--- src/rtl/mem_port_arbiter_if.sv ---
// Bundle of the fetch, LSQ and downstream memory signals around mem_port_arbiter.
// slave is the arbiter's view; master is the core/memory side that drives it.
interface mem_port_arbiter_if #(
  parameter int width = 32
);
  logic               i_mem_read;
  logic               i_mem_write;
  logic [width/8-1:0] i_mem_byte_enable;
  logic [width-1:0]   i_mem_address;
  logic [width-1:0]   i_mem_wdata;
  logic               i_mem_resp;
  logic [width-1:0]   i_mem_rdata;

  logic               lsq_mem_read;
  logic               lsq_mem_write;
  logic [width/8-1:0] lsq_mem_byte_enable;
  logic [width-1:0]   lsq_mem_address;
  logic [width-1:0]   lsq_mem_wdata;
  logic               lsq_mem_resp;
  logic [width-1:0]   lsq_mem_rdata;

  logic               mem_read;
  logic               mem_write;
  logic [width/8-1:0] mem_byte_enable;
  logic [width-1:0]   mem_address;
  logic [width-1:0]   mem_wdata;
  logic               mem_resp;
  logic [width-1:0]   mem_rdata;

  modport slave (
    input  i_mem_read, i_mem_write, i_mem_byte_enable, i_mem_address, i_mem_wdata,
    output i_mem_resp, i_mem_rdata,
    input  lsq_mem_read, lsq_mem_write, lsq_mem_byte_enable, lsq_mem_address, lsq_mem_wdata,
    output lsq_mem_resp, lsq_mem_rdata,
    output mem_read, mem_write, mem_byte_enable, mem_address, mem_wdata,
    input  mem_resp, mem_rdata
  );

  modport master (
    output i_mem_read, i_mem_write, i_mem_byte_enable, i_mem_address, i_mem_wdata,
    input  i_mem_resp, i_mem_rdata,
    output lsq_mem_read, lsq_mem_write, lsq_mem_byte_enable, lsq_mem_address, lsq_mem_wdata,
    input  lsq_mem_resp, lsq_mem_rdata,
    input  mem_read, mem_write, mem_byte_enable, mem_address, mem_wdata,
    output mem_resp, mem_rdata
  );
endinterface

--- src/rtl/mem_port_arbiter.sv ---
// Serializes fetch and LSQ requests onto one memory port, LSQ first by default.
// Define ARB_AGING_EN to let a starved fetch win after STARVE_LIMIT LSQ grants.
module mem_port_arbiter #(
  parameter int width        = 32,
  parameter int STARVE_LIMIT = 4
) (
  input logic                clk,
  input logic                rst,
  mem_port_arbiter_if.slave  bus
);
  localparam int BW = width / 8;

  typedef enum logic [1:0] {
    IDLE   = 2'd0,
    I_BUSY = 2'd1,
    D_BUSY = 2'd2
  } state_t;

  state_t            state_q;
  logic              cmd_read_q;
  logic              cmd_write_q;
  logic [BW-1:0]     cmd_be_q;
  logic [width-1:0]  cmd_addr_q;
  logic [width-1:0]  cmd_wdata_q;

  logic fetch_pending;
  logic lsq_pending;
  logic pick_fetch;
  logic pick_lsq;
  logic starved;

`ifdef ARB_AGING_EN
  localparam int AW = $clog2(STARVE_LIMIT + 1);
  localparam logic [AW-1:0] AGE_MAX = AW'(STARVE_LIMIT);

  logic [AW-1:0] age_q;
  logic [AW-1:0] age_d;

  assign starved = (age_q == AGE_MAX);

  // Age counter next state: counts LSQ wins over a waiting fetch, saturating.
  always_comb begin
    age_d = age_q;
    if (pick_fetch) begin
      age_d = '0;
    end else if (pick_lsq) begin
      if (!fetch_pending) begin
        age_d = '0;
      end else if (!starved) begin
        age_d = age_q + AW'(1);
      end else begin
        age_d = age_q;
      end
    end else begin
      age_d = age_q;
    end
  end

  // Age counter register.
  always_ff @(posedge clk or negedge rst) begin
    if (!rst) begin
      age_q <= '0;
    end else begin
      age_q <= age_d;
    end
  end
`else
  assign starved = 1'b0;
`endif

  // Grant decision, only meaningful while the port is free.
  always_comb begin
    fetch_pending = bus.i_mem_read | bus.i_mem_write;
    lsq_pending   = bus.lsq_mem_read | bus.lsq_mem_write;
    pick_fetch    = 1'b0;
    pick_lsq      = 1'b0;
    if (state_q == IDLE) begin
      if (fetch_pending && (!lsq_pending || starved)) begin
        pick_fetch = 1'b1;
      end else if (lsq_pending) begin
        pick_lsq = 1'b1;
      end else begin
        pick_fetch = 1'b0;
        pick_lsq   = 1'b0;
      end
    end else begin
      pick_fetch = 1'b0;
      pick_lsq   = 1'b0;
    end
  end

  // Grant FSM and command latch; the latch is the registered memory command.
  always_ff @(posedge clk or negedge rst) begin
    if (!rst) begin
      state_q     <= IDLE;
      cmd_read_q  <= 1'b0;
      cmd_write_q <= 1'b0;
      cmd_be_q    <= '0;
      cmd_addr_q  <= '0;
      cmd_wdata_q <= '0;
    end else begin
      case (state_q)
        IDLE: begin
          if (pick_fetch) begin
            state_q     <= I_BUSY;
            cmd_read_q  <= bus.i_mem_read;
            cmd_write_q <= bus.i_mem_write;
            cmd_be_q    <= bus.i_mem_byte_enable;
            cmd_addr_q  <= bus.i_mem_address;
            cmd_wdata_q <= bus.i_mem_wdata;
          end else if (pick_lsq) begin
            state_q     <= D_BUSY;
            cmd_read_q  <= bus.lsq_mem_read;
            cmd_write_q <= bus.lsq_mem_write;
            cmd_be_q    <= bus.lsq_mem_byte_enable;
            cmd_addr_q  <= bus.lsq_mem_address;
            cmd_wdata_q <= bus.lsq_mem_wdata;
          end else begin
            state_q <= IDLE;
          end
        end
        I_BUSY, D_BUSY: begin
          if (bus.mem_resp) begin
            state_q     <= IDLE;
            cmd_read_q  <= 1'b0;
            cmd_write_q <= 1'b0;
            cmd_be_q    <= '0;
            cmd_addr_q  <= '0;
            cmd_wdata_q <= '0;
          end else begin
            state_q <= state_q;
          end
        end
        default: begin
          state_q     <= IDLE;
          cmd_read_q  <= 1'b0;
          cmd_write_q <= 1'b0;
          cmd_be_q    <= '0;
          cmd_addr_q  <= '0;
          cmd_wdata_q <= '0;
        end
      endcase
    end
  end

  assign bus.mem_read        = cmd_read_q;
  assign bus.mem_write       = cmd_write_q;
  assign bus.mem_byte_enable = cmd_be_q;
  assign bus.mem_address     = cmd_addr_q;
  assign bus.mem_wdata       = cmd_wdata_q;

  // Completion is steered to the current owner only; a response in IDLE goes nowhere.
  assign bus.i_mem_resp    = (state_q == I_BUSY) && bus.mem_resp;
  assign bus.lsq_mem_resp  = (state_q == D_BUSY) && bus.mem_resp;
  assign bus.i_mem_rdata   = bus.i_mem_resp   ? bus.mem_rdata : '0;
  assign bus.lsq_mem_rdata = bus.lsq_mem_resp ? bus.mem_rdata : '0;
endmodule

--- src/flat_wrapper.sv ---
// flat-port wrapper written by rule: the top's interface ports become plain ports
module mem_port_arbiter_flat 
#(
  parameter int width        = 32,
  parameter int STARVE_LIMIT = 4
)
  (clk, rst, bus_i_mem_read, bus_i_mem_write, bus_i_mem_byte_enable, bus_i_mem_address, bus_i_mem_wdata, bus_i_mem_resp, bus_i_mem_rdata, bus_lsq_mem_read, bus_lsq_mem_write, bus_lsq_mem_byte_enable, bus_lsq_mem_address, bus_lsq_mem_wdata, bus_lsq_mem_resp, bus_lsq_mem_rdata, bus_mem_read, bus_mem_write, bus_mem_byte_enable, bus_mem_address, bus_mem_wdata, bus_mem_resp, bus_mem_rdata);
  mem_port_arbiter_if #(.width(width)) bus_i ();
  input logic clk;
  input logic rst;
  input wire logic [$bits(bus_i.i_mem_read)-1:0] bus_i_mem_read;
  input wire logic [$bits(bus_i.i_mem_write)-1:0] bus_i_mem_write;
  input wire logic [$bits(bus_i.i_mem_byte_enable)-1:0] bus_i_mem_byte_enable;
  input wire logic [$bits(bus_i.i_mem_address)-1:0] bus_i_mem_address;
  input wire logic [$bits(bus_i.i_mem_wdata)-1:0] bus_i_mem_wdata;
  output wire logic [$bits(bus_i.i_mem_resp)-1:0] bus_i_mem_resp;
  output wire logic [$bits(bus_i.i_mem_rdata)-1:0] bus_i_mem_rdata;
  input wire logic [$bits(bus_i.lsq_mem_read)-1:0] bus_lsq_mem_read;
  input wire logic [$bits(bus_i.lsq_mem_write)-1:0] bus_lsq_mem_write;
  input wire logic [$bits(bus_i.lsq_mem_byte_enable)-1:0] bus_lsq_mem_byte_enable;
  input wire logic [$bits(bus_i.lsq_mem_address)-1:0] bus_lsq_mem_address;
  input wire logic [$bits(bus_i.lsq_mem_wdata)-1:0] bus_lsq_mem_wdata;
  output wire logic [$bits(bus_i.lsq_mem_resp)-1:0] bus_lsq_mem_resp;
  output wire logic [$bits(bus_i.lsq_mem_rdata)-1:0] bus_lsq_mem_rdata;
  output wire logic [$bits(bus_i.mem_read)-1:0] bus_mem_read;
  output wire logic [$bits(bus_i.mem_write)-1:0] bus_mem_write;
  output wire logic [$bits(bus_i.mem_byte_enable)-1:0] bus_mem_byte_enable;
  output wire logic [$bits(bus_i.mem_address)-1:0] bus_mem_address;
  output wire logic [$bits(bus_i.mem_wdata)-1:0] bus_mem_wdata;
  input wire logic [$bits(bus_i.mem_resp)-1:0] bus_mem_resp;
  input wire logic [$bits(bus_i.mem_rdata)-1:0] bus_mem_rdata;
  assign bus_i.i_mem_read = bus_i_mem_read;
  assign bus_i.i_mem_write = bus_i_mem_write;
  assign bus_i.i_mem_byte_enable = bus_i_mem_byte_enable;
  assign bus_i.i_mem_address = bus_i_mem_address;
  assign bus_i.i_mem_wdata = bus_i_mem_wdata;
  assign bus_i_mem_resp = bus_i.i_mem_resp;
  assign bus_i_mem_rdata = bus_i.i_mem_rdata;
  assign bus_i.lsq_mem_read = bus_lsq_mem_read;
  assign bus_i.lsq_mem_write = bus_lsq_mem_write;
  assign bus_i.lsq_mem_byte_enable = bus_lsq_mem_byte_enable;
  assign bus_i.lsq_mem_address = bus_lsq_mem_address;
  assign bus_i.lsq_mem_wdata = bus_lsq_mem_wdata;
  assign bus_lsq_mem_resp = bus_i.lsq_mem_resp;
  assign bus_lsq_mem_rdata = bus_i.lsq_mem_rdata;
  assign bus_mem_read = bus_i.mem_read;
  assign bus_mem_write = bus_i.mem_write;
  assign bus_mem_byte_enable = bus_i.mem_byte_enable;
  assign bus_mem_address = bus_i.mem_address;
  assign bus_mem_wdata = bus_i.mem_wdata;
  assign bus_i.mem_resp = bus_mem_resp;
  assign bus_i.mem_rdata = bus_mem_rdata;
  mem_port_arbiter #(.width(width), .STARVE_LIMIT(STARVE_LIMIT)) u_core (.clk(clk), .rst(rst), .bus(bus_i));
endmodule
--- config.mk ---
export PLATFORM = sky130hd
export DESIGN_NAME = mem_port_arbiter_flat
export DESIGN_NICKNAME = d
export VERILOG_FILES = /design/src/rtl/mem_port_arbiter_if.sv /design/src/rtl/mem_port_arbiter.sv /design/src/flat_wrapper.sv
export SDC_FILE = /design/constraint.sdc
export NUM_CORES = 1
export LEC_CHECK = 0
export ABC_AREA = 0
export BUFFER_PORTS_ARGS = -buffer_cell sky130_fd_sc_hd__buf_2
export CAP_MARGIN = 10
export CORE_AREA = 4 4 122 112
export DETAILED_ROUTE_END_ITERATION = 7
export DIE_AREA = 0 0 126 116
export GPL_TIMING_DRIVEN = 0
export HOLD_SLACK_MARGIN = 0.03
export PLACE_DENSITY = 0.73
export SKIP_LAST_GASP = 1
export SYNTH_ARGS = -nofsm -noshare
export SYNTH_HDL_FRONTEND = slang
export SYNTH_SLANG_ARGS = --single-unit
--- constraint.sdc ---
create_clock -name clk -period 2 [get_ports clk]
set_clock_uncertainty 0.1 [all_clocks]
set_input_delay 0.1 -clock clk [delete_from_list [all_inputs] [get_ports clk]]
set_output_delay 0.1 -clock clk [all_outputs]
set_load 0.02 [all_outputs]
; After elaboration in Yosys (flattened, before gate mapping)
; Cells that the tools add are included.
[word_totals]
word_cells = 48
output_inout_bits = 136
inputBits = 175
register_bits = 72
[classes]
reduce_logical = 7
bitwise = 2
eq_ne = 4
mux = 29
[ops]
columns = operator, count
row1 = two-way mux 32 bit, 7
row2 = case mux 32 bit (2 select lines), 2
row3 = two-way mux 4 bit, 3
row4 = two-way mux 1 bit, 10
row5 = case mux 4 bit (2 select lines), 1
row6 = two-way mux 2 bit, 3
row7 = case mux 1 bit (2 select lines), 2
row8 = case mux 2 bit (2 select lines), 1
row9 = logical AND 1 bit, 3
row10 = "!= test 3 x 1 -> 1 bit, second input constant", 1
row11 = "== test 2 x 1 -> 1 bit, second input constant", 1
row12 = "== test 2 bit, second input constant", 1
row13 = logical NOT 2 bit, 1
row14 = "!= test 2 bit, second input constant", 1
row15 = OR 1 bit, 2
row16 = AND reduction 2 bit, 1
row17 = OR reduction 2 bit, 1
row18 = logical NOT 1 bit, 1

; Longest topological paths before layout
; Gate-level depths: netlist of run 1.
[depth]
depth_word = 8
ltp_mapped = 8

; Worst setup path before layout of run 1
; No wires, ideal clock.
[synth_path]
path_kind = register to register
startpoint = register u_core.state_q[0]
endpoint = register u_core.cmd_wdata_q[10] (netlist: u_core.bus.mem_wdata[10])
slack_ps = -67
period_less_slack_ps = 2067
path_stages_with_launch = 9
required_time_ps = 1813
arrival_ps = 1881
path_buffers = 3
cell_sequence = dfrtp_1 inv_1 ha_1 nor2b_1 or4b_1 buf_2 buf_6 buf_6 o221ai_2
[synth_between]
elab_chain_cells = 4
word_cells_on_any_way = 11
cone_classes = 4 x eq/ne / 4 x mux / 3 x reduce/logical
[synth_lines]
columns = item, line
row1 = start: declaration, mem_port_arbiter.sv:19  ; state_t state_q;
row2 = start signal: assignment, mem_port_arbiter.sv:131  ; state_q <= state_q;
row3 = "== test 2 bit, or another cell as far along", mem_port_arbiter.sv:102  ; case (state_q)
row4 = OR reduction 2 bit / two-way mux 1 bit (equally long branches), "mem_port_arbiter.sv:102, mem_port_arbiter.sv:77"
row5 = "!= test 2 bit (no source line), or another cell as far along", n/a
row6 = AND reduction 2 bit (no source line) / case mux 32 bit (2 select lines) (equally long branches), n/a
row7 = end signal: assignment, mem_port_arbiter.sv:110  ; cmd_wdata_q <= bus.i_mem_wdata;
row8 = end signal: assignment, mem_port_arbiter.sv:117  ; cmd_wdata_q <= bus.lsq_mem_wdata;
row9 = end: declaration, mem_port_arbiter.sv:24  ; logic [width-1:0] cmd_wdata_q;
; Several ways; a longest one is shown, not always the timed one.
; A chain may end at the register's enable or synchronous reset.

; Worst setup path after layout of run 1
; Ends and elaborated chain as after synthesis.

==> metrics.csv, run 1 <==
metric;value;unit
drtIter0Drc;424;
grt.total_usage;27.20;%
dr.pass1.iters;4;
final-max-slew-violation-count;0;
dp.cells;962;
slew-limit-headroom;60.86;%
cts_buffer_depth;2;
netlist_top_cells_area;dfrtp_1 (42%), inv_1 (12%), nand4_1 (10%), o221ai_1 (9.8%), and3_1 (9.4%);
layout_commonest_cell;buf_2;
status;complete, but fails checks;
vias;5912;
synth_area_leader_cell;dfrtp_1;
port_buffers;310;
syn2layout_area_growth;93.47;%
ir_drop;588.7;uV
avgViaCountPerCell;5.227;
clk_latency;0.33;ns
cp-end-kind;flop;
yosysSeqAreaShare;42.17;%
start_util;34.20;%
finish.instance_area;8267;um2
row_count;39;
root_buffer;clkbuf_16;
grt_max_degree;39;
cts_made_buffers;9;
num-fill-cells;946;
ys_warn_count;0;
fmax;477.3;MHz
instances_no_fill;1131;
die_x;126;um
drc;0;
coreArea;12490;um2
hp-class;in2reg;
placed_area;6080;um2
place_ws;-0.7441;ns
gp_congestion;0.8287;
syn_area_per_cell;8.774;um2
syn-cell-area;4273;um2
routed_wl;21.40;mm
clk_pin_slew;0.06;ns
drv_cap;0;
leakagePower;4.642;nW
grt_pass1_wl;31.64;mm
mostFrequentLayoutCells;buf_2 (311), dlygate4sd3_1 (139), inv_1 (138);
h-tree-depth;3;
hpwl;12.94;mm
final_nets;1138;
violations;negative setup slack;
io_pins;311;
hold_violations;0;
period_minus_slack;2.095;ns
rsz0062_at_grt;yes;
cts_tree;built;
ys_types;22;
grt_pass1_vias;6161;
cts_num_sinks;72;
synth_top_area_share;42.17;%
crit_type;reg2reg;
cp-start-kind;flop;
synth.net_count;666;
die_h;116;um
powerDensity;1203;nW/um2
layout-drive-gt1-share;43.46;%
ant_nets;0;
r2r_setup_slack;-0.09;ns
die_area;14620;um2
fin_crit_sh;104.7;%
tightest_slew;0.5872;ns
routedWlPerCell;18.92;um
worstPathRequired;2.15;ns
antenna_found_initial;2;
cp.arrival;2.24;ns
syn_inst;487;
setup_viol;63;
timing.hold.ws;0.05600;ns
setup_slack;-0.09491;ns
gr-total-overflow;0;
synth-seq-cells;72;
p_total;9.944;mW
worstPathMaxFanout;6;
[Yosys cell counts (all sizes together)]
master	count
and3	64
or2	1
nor2	1
o22ai	1
nand2	1
and3b	2
nand4	69
inv	140
nor2b	1
and2	2
o21ai	4
mux2i	2
clkbuf	44
or4b	1
a31oi	1
ha	4
nand2b	1
o221ai	68
dfrtp	72
buf	8
[path summary, 6_finish.rpt]
path	from	to	depth (start not counted)
min reg2reg	u_core.bus.mem_write	u_core.bus.mem_write	2
max	u_core.state_q[0]	u_core.bus.mem_wdata[10]	7
min in group asynchronous	rst	u_core.bus.mem_address[5]	2
min	bus_i_mem_read	u_core.state_q[0]	3
max reg2reg	u_core.state_q[0]	u_core.bus.mem_wdata[10]	7
max in group asynchronous	rst	u_core.bus.mem_wdata[25]	3
[state kept, by name, summed over array words and instances, names as in the netlist]
| signal | flops |
|---|---|
| u_core.bus.mem_read | 1 |
| u_core.bus.mem_wdata | 32 |
| u_core.bus.mem_write | 1 |
| u_core.state_q | 2 |
| u_core.bus.mem_address | 32 |
| u_core.bus.mem_byte_enable | 4 |
[layer usage]
layer / wire, um / vias to the layer above / GRT usage (%)
met1: 7562 / 2799 / 29.32
met5: 0 / - / 0
li1: - / 2665 / -
met4: 1117 / 0 / 16.58
met2: 11140 / 356 / 49.45
met3: 1585 / 92 / 5.530
[layout make-up]
class	instances	area (um2)	area share, %
diodes	3	7.507	0.09081
plain buffers	48	306.5	3.708
clock buffers	10	229.0	2.770
clock inverters	6	83.83	1.014
inverters	140	525.5	6.357
multi-input cells	223	1954	23.64
flip-flops and latches	72	1802	21.80
well taps	164	205.2	2.482
repair buffers	465	3153	38.14
[where the power goes]
part / switching (mW) / internal [mW]
registers: 0.419 / 2.17
clock network: 0.634 / 1.09
logic: 3.45 / 2.19
[repair_timing]
item                                    4_1_cts  5_1_grt
setup buffers                                 9        3
gates resized for setup                      49       53
gates cloned                                  2        2
endpoints found under the hold margin       121        0
hold buffers                                139        0
endpoints found under the setup margin       87      118
pin swaps                                    11        3
[critical path: stages (launching register included)]
cell and delay [ns]:
dfrtp_1 0.38, inv_2 0.13, ha_4 0.22, nor2b_4 0.12, or4b_4 0.59, buf_12 0.19
clkbuf_16 0.16, o221ai_2 0.12
[cell families after synthesis]
group / Yosys count / synth area share [%]
AO/OA/AOI/OAI: 74 / 17.63
AND/OR/NAND/NOR: 143 / 21.02
multiplexers: 2 / 0.4685
flip-flops: 72 / 42.17
buffers and inverters: 192 / 17.54
adder cells (fa/ha/maj): 4 / 1.171
[stage by stage]
stage	TNS (ns)	util (%)
floorplan	0	-
CTS	-6.049	64.64
finish	-2.437	66.18
detailed placement	-43.44	48.67
global route	-6.634	66.16
global placement	-39.05	48.49
Power figures use the tool's default switching activity.
==> run 2, diff against run 1 <==
- CORE_AREA: 4 4 122 112 -> 4 4 120 122
- DIE_AREA: 0 0 126 116 -> 0 0 124 126
- PLACE_DENSITY: 0.73 -> not set
- PLACE_DENSITY_LB_ADDON: not set -> 0.08
==> metrics.csv, run 2 (synthesized netlist as in run 1, its figures left out) <==
metric;value;unit;change
antenna_found_initial;3;;+1
cp-start-kind;flop;;
layout-drive-gt1-share;41.40;%;-2.1 points
start_util;32.39;%;-1.8 points
setup_slack;-0.1112;ns;-0.01627 ns
reg2reg_depth;7;;unchanged
drc;0;;unchanged
worstPathMaxFanout;10;;+4
min_path_cells;3;;unchanged
whs_endpoint;u_core.bus.mem_read;;
cts_made_buffers;9;;unchanged
switching_share;45.27;%;about the same
hp-class;in2reg;;
grt_pass1_wl;29.87;mm;-5.6%
hp-start;bus_lsq_mem_read;;
root_buffer;clkbuf_16;;
coreArea;13190;um2;+5.6%
h-tree-depth;3;;unchanged
rsz0062_at_grt;yes;;
worstPathRequired;2.14;ns;about the same
period_minus_slack;2.111;ns;+0.01627 ns
drtIter0Drc;258;;-39%
powerDensity;1157;nW/um2;-3.8%
row_count;42;;+7.7%
cts_num_sinks;72;;unchanged
p_clk_share;16.5;%;-0.8 points
grt_max_degree;39;;unchanged
p_int;5.155;mW;-5.3%
r2r_setup_slack;-0.11;ns;-0.02 ns
status;complete, but fails checks;;
die_x;124;um;-1.6%
final-max-slew-violation-count;0;;unchanged
instances_no_fill;1138;;+0.62%
routedWlPerCell;17.10;um;-9.6%
dr.pass1.iters;4;;unchanged
gp_congestion;0.9224;;+11%
utilization;61.71;%;-4.5 points
cp-end-kind;flop;;
cts_tree;built;;
tns;-4.452;ns;-2.015 ns
final_nets;1133;;-0.44%
slew-limit-headroom;66.51;%;+5.7 points
routed_wl;19.46;mm;-9.1%
r2r_start;u_core.state_q[0];;
mostFrequentLayoutCells;buf_2 (305), dlygate4sd3_1 (140), inv_1 (138);;
p_seq_share;26.9;%;+0.9 points
cp.arrival;2.25;ns;about the same
syn2layout_area_growth;90.48;%;
place_ws;-0.6731;ns;+0.07105 ns
p_comb_share;56.6;%;about the same
clk_pin_slew;0.06;ns;about the same
crit_type;reg2reg;;
io_pins;311;;unchanged
port_buffers;310;;unchanged
dp.cells;974;;+1.2%
hpwl;13.37;mm;+3.4%
r2r_end;u_core.bus.mem_wdata[28];;
drv_cap;0;;unchanged
cts_buffer_depth;2;;unchanged
p_sw;4.264;mW;-5.3%
p_total;9.419;mW;-5.3%
ir_drop;514.0;uV;-13%
gr-total-overflow;0;;unchanged
tightest_slew;0.5024;ns;-0.08478 ns
grt.total_usage;24.29;%;-2.9 points
die_area;15620;um2;+6.9%
violations;negative setup slack;;
fin_crit_sh;105.6;%;+0.81 points
grt_pass1_vias;6094;;-1.1%
vias;5620;;-4.9%
avgViaCountPerCell;4.938;;-5.5%
layout_commonest_cell;buf_2;;
die_h;126;um;+8.6%
setup_viol;68;;+7.9%
clk_latency;0.33;ns;about the same
fmax;473.7;MHz;-0.77%
hold_violations;0;;unchanged
leakagePower;4.557;nW;-1.8%
ant_nets;0;;unchanged
[run 2: cell count changes in the layout (fill, tap and decap cells not counted), moves of 6 or more]
| cell | delta |
|---|---|
| buf_2 | -6 |
| clkbuf_1 | +7 |
| o221ai_1 | +10 |
| o221ai_2 | -14 |
| clkbuf_4 | -9 |
[run 2: worst max-delay path: stages (launching register included)]
cell	delay, ns
dfrtp_1	0.40
inv_2	0.12
ha_4	0.21
nor2b_4	0.14
or4b_4	0.60
buf_8	0.17
buf_12	0.15
o221ai_2	0.13
[run 2: final cells by class]
| cell class | count | area [um2] |
|---|---|---|
| Multi-Input combinational cell | 223 | 1942 |
| Clock buffer | 14 | 274.0 |
| Fill cell | 1116 | 5051 |
| Timing Repair Buffer | 459 | 3088 |
| Inverter | 140 | 525.5 |
| Sequential cell | 72 | 1802 |
| Tap cell | 176 | 220.2 |
| Buffer | 49 | 267.8 |
| Clock inverter | 2 | 12.51 |
| Antenna cell | 3 | 7.507 |
[run 2: routing by layer]
| layer | track usage (%) | routed length [um] |
|---|---|---|
| met1 | 26.01 | 7119 |
| met2 | 43.94 | 10190 |
| met3 | 4.395 | 1308 |
| met4 | 13.92 | 841 |
| met5 | 0 | 0 |
[run 2: power groups by stage]
| stage | clock, mW | combinational, mW | sequential [mW] |
|---|---|---|---|
| 2_1_floorplan | 0 | 2.05 | 3.41 |
| 3_3_place_gp | 0 | 4.58 | 2.52 |
| 3_5_place_dp | 0 | 4.65 | 2.55 |
| 4_1_cts | 1.59 | 5.13 | 2.53 |
| 5_1_grt | 1.65 | 5.78 | 2.61 |
| 6_report | 1.55 | 5.33 | 2.53 |
[run 2: worst max path at each step]
stage / startpoint / end / slack (ns) / depth (start not counted)
after global placement: u_core.state_q[0] / u_core.bus.mem_wdata[14] / -0.66 / 6
after detailed placement: u_core.state_q[0] / u_core.bus.mem_wdata[24] / -0.67 / 6
after floorplan: u_core.state_q[0] / u_core.bus.mem_wdata[10] / 0.02 / 6
after global routing: u_core.state_q[1] / u_core.bus.mem_wdata[24] / -0.20 / 7
final: u_core.state_q[0] / u_core.bus.mem_wdata[28] / -0.11 / 7
after CTS: u_core.state_q[0] / u_core.bus.mem_wdata[24] / -0.14 / 8
[run 2: repair_timing]
action | 4_1_cts | 5_1_grt
pin swaps | 3 | 4
endpoints found under the setup margin | 116 | 122
buffers inserted | 3 | 4
hold buffers | 140 | 0
resized for setup | 35 | 36
gates cloned | 1 | 0
endpoints found under the hold margin | 103 | 0
[run 2: stage by stage]
stage	area, um2	hold slack [ns]
after floorplan	4300	-0.2956
after global placement	6072	0.2579
after detailed placement	6095	-0.004311
after CTS	7966	0.03734
after global routing	8139	0.07583
final	8139	0.04100
==> run 3, diff against run 2 <==
- CELL_PAD_IN_SITES_DETAIL_PLACEMENT: not set -> 2
- CELL_PAD_IN_SITES_GLOBAL_PLACEMENT: not set -> 2
- CORE_AREA: 4 4 120 122 -> 4 4 164 150
- DIE_AREA: 0 0 124 126 -> 0 0 168 154
==> metrics.csv, run 3 (synthesized netlist as in run 1, its figures left out) <==
metric;value;unit;change
dp.cells;1100;;+13%
setup_slack;-0.1294;ns;-0.01820 ns
hp-class;in2reg;;
cts_num_sinks;72;;unchanged
gp_congestion;0.7563;;-18%
r2r_start;u_core.state_q[0];;
top_usage_layer;met2;;
grt_pass1_vias;6691;;+9.8%
grt_pass1_wl;38.05;mm;+27%
drtIter0Drc;195;;-24%
place_ws;-0.9456;ns;-0.2726 ns
clk_latency;0.34;ns;about the same
die_h;154;um;+22%
layout-drive-gt1-share;42.96;%;+1.6 points
rsz0062_at_grt;yes;;
antenna_found_initial;2;;-1
h-tree-depth;3;;unchanged
port_buffers;310;;unchanged
hold_violations;0;;unchanged
cts_tree;built;;
syn2layout_area_growth;95.20;%;
status;complete, but fails checks;;
routed_wl;24.57;mm;+26%
period_minus_slack;2.129;ns;+0.01820 ns
setup_viol;68;;unchanged
grt_util_met1;21.27;%;-4.7 points
startpoint;u_core.state_q[0];;
grt_use_met3;4.293;%;-0.10 points
tightest_slew;0.5191;ns;+0.01670 ns
worstPathRequired;2.15;ns;about the same
grtUsageMet2;34.87;%;-9.1 points
leakagePower;4.608;nW;+1.1%
final_nets;1134;;+0.088%
io_pins;311;;unchanged
vias;5716;;+1.7%
powerDensity;1185;nW/um2;+2.4%
coreArea;23010;um2;+74%
ant_nets;0;;unchanged
die_x;168;um;+35%
num-fill-cells;2590;;+130%
cp-start-kind;flop;;
drv_cap;0;;unchanged
row_count;53;;+26%
hpwl;17.29;mm;+29%
seqCellArea;1802;um2;unchanged
layout_commonest_cell;buf_2;;
cp.arrival;2.28;ns;+0.03 ns
final-max-slew-violation-count;0;;unchanged
instances_no_fill;1263;;+11%
cp-end-kind;flop;;
violations;negative setup slack;;
utilization;36.25;%;-25 points
mostFrequentLayoutCells;buf_2 (314), dlygate4sd3_1 (139), inv_1 (138);;
drc;0;;unchanged
slew-limit-headroom;65.39;%;-1.1 points
routedWlPerCell;19.46;um;+14%
grt.total_usage;18.55;%;-5.7 points
avgViaCountPerCell;4.526;;-8.4%
gr-total-overflow;0;;unchanged
grt_max_degree;41;;+5.1%
cts_made_buffers;9;;unchanged
ir_drop;357.9;uV;-30%
start_util;18.57;%;-14 points
clk_pin_slew;0.07;ns;about the same
crit_type;reg2reg;;
dr.pass1.iters;4;;unchanged
die_area;25870;um2;+66%
root_buffer;clkbuf_16;;
fmax;469.6;MHz;-0.85%
worstPathMaxFanout;10;;unchanged
hp-start;bus_i_mem_write;;
multiInputGateArea;1922;um2;-1.0%
cts_buffer_depth;2;;unchanged
fin_crit_sh;106.5;%;+0.91 points
-- run 3: path summary, 6_finish.rpt --
kind                                               to  slack [ns]  cells after the start
max reg2reg                u_core.bus.mem_address[10]       -0.13                      6
min                                 u_core.state_q[0]        0.05                      3
min reg2reg                       u_core.bus.mem_read        0.42                      2
max                        u_core.bus.mem_address[10]       -0.13                      6
min in group asynchronous   u_core.bus.mem_address[9]        0.17                      2
max in group asynchronous        u_core.bus.mem_write        1.01                      3
-- run 3: cell type report --
class                           count  share of cell area (%)
Antenna cell                        2                 0.06001
Buffer                             49                   3.360
Clock buffer                       10                   2.865
Clock inverter                      5                  0.9751
Inverter                          140                   6.301
Multi-Input combinational cell    223                   23.04
Sequential cell                    72                   21.60
Tap cell                          302                   4.530
Timing Repair Buffer              460                   37.26
-- run 3: stage by stage --
stage	power, mW	TNS [ns]	area [um2]	hold WS (ns)
2_1_floorplan	5.466	0	4300	-0.2956
3_3_place_gp	7.307	-53.09	6230	0.2574
3_5_place_dp	7.467	-55.92	6260	0.001996
4_1_cts	9.796	-6.871	8204	0.03007
5_1_grt	10.61	-11.56	8341	0.06777
6_report	9.881	-6.313	8341	0.04845
-- run 3: per-layer routing --
layer | vias up | routed length (um)
met2 | 189 | 13150
met3 | 20 | 1363
met5 | - | 0
met1 | 2857 | 9753
li1 | 2650 | -
met4 | 0 | 307
-- run 3: report_power, final --
group	switching [mW]	total, mW	internal (mW)	leakage [nW]
Sequential	0.408	2.57	2.17	0.921
Combinational	3.47	5.52	2.05	3.53
Clock	0.664	1.78	1.12	0.155
Total	4.54	9.88	5.34	4.61
-- run 3: worst max-delay path, cell delays in order (launching register included) --
cell and delay [ns]:
dfrtp_1 0.39, inv_2 0.13, ha_4 0.22, nor2b_4 0.13, or4b_4 0.59, buf_2 0.25
o221ai_2 0.22
-- run 3: timing repair --
item,4_1_cts,5_1_grt
hold buffers,139,0
pin swaps,8,0
gates resized for setup,45,33
setup buffers,6,2
cloned,2,0
hold endpoints to repair,102,0
setup endpoints to repair,132,131
